<file path="src/rtl/gate_exhaustive_tester.sv">
// Exhaustive stimulus engine for an N_IN-input gate: sweeps every input vector, compares the
// gate output against a golden reduction, and reports mismatch count, first failing vector and pass.
module gate_exhaustive_tester #(
    parameter int N_IN        = 3,
    parameter int HOLD_CYCLES = 2,
    parameter int ERR_W       = 8
) (
    input  logic              clk,
    input  logic              rst_n,
    input  logic              start,
    input  logic [2:0]        mode,
    input  logic              dut_out,
    output logic [N_IN-1:0]   stim,
    output logic              expected,
    output logic              busy,
    output logic              done,
    output logic              pass,
    output logic [ERR_W-1:0]  err_cnt,
    output logic [N_IN-1:0]   first_err_vec,
    output logic              first_err_valid
);

    // state  | meaning
    // S_IDLE | waiting for the first start after reset
    // S_RUN  | sweeping vectors, one sample per HOLD_CYCLES
    // S_DONE | sweep finished, results held until the next start
    typedef enum logic [1:0] {
        S_IDLE = 2'd0,
        S_RUN  = 2'd1,
        S_DONE = 2'd2
    } state_t;

    localparam int HW = (HOLD_CYCLES > 1) ? $clog2(HOLD_CYCLES) : 1;
    localparam logic [HW-1:0]   HOLD_LAST = HW'(HOLD_CYCLES - 1);
    localparam logic [N_IN-1:0] STIM_LAST = {N_IN{1'b1}};
    localparam logic [ERR_W-1:0] ERR_MAX  = {ERR_W{1'b1}};
    localparam logic [2:0]      MODE_NAND = 3'd2;

    state_t            state_q, state_d;
    logic [N_IN-1:0]   stim_q, stim_d;
    logic [HW-1:0]     hold_q, hold_d;
    logic [2:0]        mode_q, mode_d;
    logic              busy_q, busy_d;
    logic              done_q, done_d;
    logic              pass_q, pass_d;
    logic [ERR_W-1:0]  err_q, err_d;
    logic [N_IN-1:0]   fev_q, fev_d;
    logic              fevv_q, fevv_d;
    logic              exp_bit;
    logic              red_and, red_or, red_xor;

    always_comb begin
        red_and = &stim_q;
        red_or  = |stim_q;
        red_xor = ^stim_q;
        case (mode_q)
            3'd0:    exp_bit = red_and;
            3'd1:    exp_bit = red_or;
            3'd3:    exp_bit = ~red_or;
            3'd4:    exp_bit = red_xor;
            3'd5:    exp_bit = ~red_xor;
            default: exp_bit = ~red_and;  // 2, 6 and 7 all behave as NAND
        endcase
    end

    always_comb begin
        state_d = state_q;
        stim_d  = stim_q;
        hold_d  = hold_q;
        mode_d  = mode_q;
        busy_d  = busy_q;
        done_d  = done_q;
        pass_d  = pass_q;
        err_d   = err_q;
        fev_d   = fev_q;
        fevv_d  = fevv_q;
        case (state_q)
            S_IDLE, S_DONE: begin
                if (start) begin
                    state_d = S_RUN;
                    mode_d  = mode;
                    stim_d  = '0;
                    hold_d  = '0;
                    busy_d  = 1'b1;
                    done_d  = 1'b0;
                    pass_d  = 1'b0;
                    err_d   = '0;
                    fev_d   = '0;
                    fevv_d  = 1'b0;
                end
            end
            S_RUN: begin
                if (hold_q == HOLD_LAST) begin
                    if (dut_out != exp_bit) begin
                        if (err_q != ERR_MAX) begin
                            err_d = err_q + 1'b1;
                        end
                        if (!fevv_q) begin
                            fevv_d = 1'b1;
                            fev_d  = stim_q;
                        end
                    end
                    if (stim_q == STIM_LAST) begin
                        state_d = S_DONE;
                        busy_d  = 1'b0;
                        done_d  = 1'b1;
                        // err_d already includes the last vector's result
                        pass_d  = (err_d == '0);
                    end else begin
                        stim_d = stim_q + 1'b1;
                        hold_d = '0;
                    end
                end else begin
                    hold_d = hold_q + 1'b1;
                end
            end
            default: begin
                state_d = S_IDLE;
            end
        endcase
    end

    always_ff @(posedge clk or negedge rst_n) begin
        if (!rst_n) begin
            state_q <= S_IDLE;
            stim_q  <= '0;
            hold_q  <= '0;
            mode_q  <= MODE_NAND;
            busy_q  <= 1'b0;
            done_q  <= 1'b0;
            pass_q  <= 1'b0;
            err_q   <= '0;
            fev_q   <= '0;
            fevv_q  <= 1'b0;
        end else begin
            state_q <= state_d;
            stim_q  <= stim_d;
            hold_q  <= hold_d;
            mode_q  <= mode_d;
            busy_q  <= busy_d;
            done_q  <= done_d;
            pass_q  <= pass_d;
            err_q   <= err_d;
            fev_q   <= fev_d;
            fevv_q  <= fevv_d;
        end
    end

    assign stim            = stim_q;
    assign expected        = exp_bit;
    assign busy            = busy_q;
    assign done            = done_q;
    assign pass            = pass_q;
    assign err_cnt         = err_q;
    assign first_err_vec   = fev_q;
    assign first_err_valid = fevv_q;

endmodule

</file>
<file path="config.mk">
export PLATFORM = sky130hd
export DESIGN_NAME = gate_exhaustive_tester
export DESIGN_NICKNAME = d
export VERILOG_FILES = /design/src/rtl/gate_exhaustive_tester.sv
export SDC_FILE = /design/constraint.sdc
export NUM_CORES = 1
export LEC_CHECK = 0
export CELL_PAD_IN_SITES_DETAIL_PLACEMENT = 1
export CELL_PAD_IN_SITES_GLOBAL_PLACEMENT = 2
export CORE_MARGIN = 2
export CORE_UTILIZATION = 30
export CTS_CLUSTER_SIZE = 12
export DETAILED_ROUTE_END_ITERATION = 8
export PLACE_DENSITY = 0.88
export SYNTH_ARGS = -nofsm -noshare
export SYNTH_HDL_FRONTEND = slang
export SYNTH_SLANG_ARGS = --single-unit
</file>
<file path="constraint.sdc">
create_clock -name clk -period 2.6 [get_ports clk]
set_input_delay 0.78 -clock clk [delete_from_list [all_inputs] [get_ports clk]]
set_output_delay 0.78 -clock clk [all_outputs]
set_load 0.05 [all_outputs]
</file>
==> Word-level counts from Yosys, hierarchy flattened <==
Index checks and enable logic that the tools add are counted.
Widths: inputs -> output; s select.
{ "classes": {"addsub": 3, "n_reduce_logical": 16, "muxes": 37, "n_eq_ne": 15, "bitwise": 3} }
{ "op_table": {"columns": ["operator", "count"], "rows": [
  ["$mux 8", 6],
  ["$mux 3", 6],
  ["$pmux 8 s2", 1],
  ["$mux 1", 12],
  ["$ne 2x2->1 const B", 6],
  ["$pmux 3 s2", 2],
  ["$reduce_and 4->1", 3],
  ["$pmux 1 s2", 5],
  ["$eq 3x3->1 const B", 3],
  ["$reduce_and 3->1", 3],
  ["$add 8x1->8 const B", 1],
  ["$logic_not 8->1", 1],
  ["$ne 8x8->1 const B", 1],
  ["$mux 2", 3],
  ["$pmux 1 s5", 1],
  ["$reduce_and 5->1", 1],
  ["$pmux 2 s2", 1],
  ["$reduce_and 2->1", 2],
  ["$add 3x1->3 const B", 1],
  ["$eq 3x1->1 const B", 1],
  ["$eq 3x2->1 const B", 1],
  ["$logic_not 3->1", 1],
  ["$not 1->1", 3],
  ["$reduce_or 3->1", 1],
  ["other kinds (8)", 8]
]} }
{ "word_totals": {"ff_bits": 24, "input_bits": 7, "elab_cells": 84} }

==> Depth between registers and ports, before layout <==
{ "depth": {"depth_word": 11, "mapped_depth": 9, "depth_no_buf": 9} }

==> Worst setup path after synthesis <==
No wires, ideal clock.
{ "synth_timing": {"path_type": "register to output", "start": "register stim_q[0] (netlist: stim[0])", "end": "output expected", "t_arrival_ns": 2.097, "stages_incl_launch_ff": 7, "setup_slack_ns": -0.277, "path_cell_list": "dfrtp_1 inv_1 ha_1 xor2_1 mux2i_1 nand3_1 nand2_1"} }
{ "synth_between": {"elab_chain_cells": 3, "elab_cells_between_ends": 7, "cone_classes": "mux (1); bitwise (3); reduce/logical (3)"} }
{ "synth_lines": {"columns": ["element", "line", "text"], "rows": [
  ["from (decl)", "40", "logic [N_IN-1:0] stim_q, stim_d;"],
  ["from (signal assigned)", "137", "stim_q <= stim_d;"],
  ["$reduce_and 3->1 (tied with other cells)", "53", "red_and = &stim_q;"],
  ["$not 1->1 (on tied branches)", "62, 59, 61", null],
  ["$pmux 1 s5 *", "56", "case (mode_q)"],
  ["to (decl)", "14", "output logic expected,"]
]} }
Every way passes the cells marked *; elsewhere a longest branch is shown, timed or not.

==> Worst setup path after layout <==
{ "layout_timing": {"start": "register stim_q[1] (netlist: stim[1])", "end": "output expected"} }
The elaborated chain is that of the path after synthesis.

==> results.yml <==
run_status:
  status: "complete, no violations"
placed_design:
  routabilityCongestion: 0.867
  portBuffers: 25
  place_hpwl_um: 3120
  dp_slack_ns: -0.0784
detailed_routing:
  vias: 1436
  totalWireLength_um: 4260
  drtIter0Drc: 41
  ant_nets: 0
  drt-pass1-iter-count: 4
  drc: 0
  viasPerCell: 5.61
  detail_route.wl_per_cell_um: 16.6
setup_path:
  r2r-start: "stim[1]"
  worstSetupStartpointType: "flip-flop"
  r2r_slack_ns: 0.06
  crit_start: "stim[1]"
  regToRegEndpoint: "pass"
  worst_ep_arrival_time_ns: 1.82
  critical_path_class: "flip-flop to output pin"
  worstRegToRegCells: 10
  required_ns: 1.82
  end_kind: "output pin"
  path_max_fanout: 3
  cp-endpoint: "expected"
timing:
  tightest_slew_ns: 0.505
  fin_ws_ns: 0.00126
  max-slew-margin-rel_pct: 66.2
  hold_viol: 0
  rsz0062_at_grt: "true"
  clock.fmax_mhz: 385
  finClkSkew_ns: 0.00353
  slew_violations: 0
  finalCriticalPeriod_ns: 2.60
  fin_crit_sh_pct: 100
  setup_viol: 0
cts:
  cts-hold-fix-buffers: 0
  root_buffer: "clkbuf_8"
  cts_tree: "yes"
  clk_latency_ns: 0.27
  cts.sinks: 24
  path_clk_slew_ns: 0.09
  htree_num_levels: 1
  cts_buffer_depth: 2
  cts_buffers: 3
floorplan:
  die_area_um2: 5270
  die_h_um: 72.6
  die_x_um: 72.6
  placementRows: 24
  core_area_um2: 4440
  ioPinCount: 26
  start_util_pct: 31.8
grt:
  grt_max_degree: 16
  top_usage_layer: "met2"
  grt_pass1_wl_um: 6820
  grt_pass1_vias: 1489
  grtUsageMet1_pct: 21.7
  antenna_found_initial: 0
  grt_use_total_pct: 16.4
  grt.overflow.total: 0
  use_met2_pct: 27.4
  met3_usage_pct: 1.38
final_layout:
  fill_cells: 524
  drive_above_1_share_pct: 18.6
  n_antenna_cell: 0
  regArea_um2: 604
  multi_input_area_um2: 832
  nNetsFinal: 216
  syn_to_final_growth_pct: 38.2
power:
  ir_drop_uv: 506
  powerDensity_nw_per_um2: 1350
  leakagePower_nw: 0.813
  total_power_mw: 2.63
synthesis:
  syn_inst: 167
  ys_seq_area_share_pct: 42.6
  synth_area_um2: 1410
  synth_area_leader_cell: "dfrtp_1"
  syn_avg_cell_area_um2: 8.46
  synth_most_common_cell: "nand2_1"
  ys.flop_type: "dfrtp_1"
  synth_edf_count: 0
  synth_area_leaders: "dfrtp_1 (41%), nand2_1 (7.7%), o21ai_0 (5.7%), nand3_1 (3.9%), ha_1 (3.5%)"
  netlist.area_leader.share_pct: 40.7
  synth_warnings: 0
  synthTopCellsByCount: "nand2_1 (29), dfrtp_1 (23), o21ai_0 (16)"
  ys_ff_latch: 24
  synth_nets: 178
  async_flop_share_pct: 100
  synthDistinctLibCells: 41
hold_path:
  hold_class: "flip-flop to flip-flop"
run:
  cap_violations: 0
## final cells by class
| class | count | share of cell area (%) |
|---|---|---|
| Clock buffer | 4 | 2.82 |
| Inverter | 10 | 1.92 |
| Multi-Input combinational cell | 128 | 42.6 |
| Sequential cell | 24 | 31.0 |
| Tap cell | 52 | 3.33 |
| Timing Repair Buffer | 38 | 18.3 |
## cells in the final DEF, fill, tap and decap left out, types with 3 or more instances in the layout
cell and instances:
nand2b_1 4, clkbuf_8 4, o21ai_0 15, a21oi_1 7, nor2_1 9, o31ai_1 3
dfrtp_1 21, nand2_1 28, ha_1 3, clkdlybuf4s50_1 24, a31oi_1 4, buf_4 13
nand3_1 10, inv_1 8, nor2b_1 5
## worst max-delay path: stages (launching register included)
cell	delay [ns]
dfrtp_2	0.39
inv_2	0.06
ha_4	0.27
xor2_2	0.17
mux2i_2	0.27
nand3_2	0.15
nand2_4	0.10
buf_12	0.14
## logic make-up (layout without fill, tap and decap cells)
logic type / count (synthesis) / in the layout / synth area share [%]
mux: 3 / 3 / 2.13
xor+xnor: 2 / 2 / 1.24
flops: 24 / 24 / 42.6
simple gates: 72 / 72 / 24.3
buf+inv: 15 / 52 / 3.99
compound gates: 47 / 47 / 22.2
fa+ha+maj: 4 / 4 / 3.54
## routing by layer
layer  up-vias  part of all wire, %
li1        673                    -
met1       729                   45
met2        27                   51
met3         7                  2.0
met4         0                  1.7
met5         -                    0
## worst min-delay path by stage
stage / depth (start not counted) / startpoint / end / slack, ns
4_1_cts: 2 / mode_q[1] / mode_q[1] / 0.51
5_1_grt: 2 / mode_q[1] / mode_q[1] / 0.55
6_report: 2 / done / done / 0.51
2_1_floorplan: 2 / mode_q[1] / mode_q[1] / 0.47
3_3_place_gp: 2 / done / done / 0.47
3_5_place_dp: 1 / busy / busy / 0.49
## flip-flops by register name, summed over array words and instances, names as in the netlist
name / flops
done: 1
busy: 1
err_cnt: 8
state_q: 2
first_err_valid: 1
mode_q: 3
stim: 3
first_err_vec: 3
hold_q: 1
pass: 1
## power by group
group	switching [mW]	total [mW]	internal (mW)	leakage (nW)
Combinational	1.05	1.74	0.694	0.482
Clock	0.123	0.259	0.135	0.0288
Sequential	0.124	0.624	0.500	0.302
Total	1.30	2.63	1.33	0.813
## timing repair
item	4_1_cts	5_1_grt
pin swaps	1	4
resized for setup	4	11
buffers inserted	3	4
setup endpoints to repair	6	11
## through the flow
step | setup TNS [ns] | utilization, % | instances | hold slack [ns] | cell area, um^2
floorplan | 0 | - | 167 | 0.474 | 1420
global placement | 0 | 39.9 | 245 | 0.468 | 1770
detailed placement | -0.200 | 39.9 | 245 | 0.487 | 1770
CTS | 0 | 42.2 | 252 | 0.510 | 1880
global route | -0.106 | 43.9 | 256 | 0.548 | 1950
finish | 0 | 43.9 | 256 | 0.508 | 1950
Note: power is estimated with default switching activity, not from simulation.
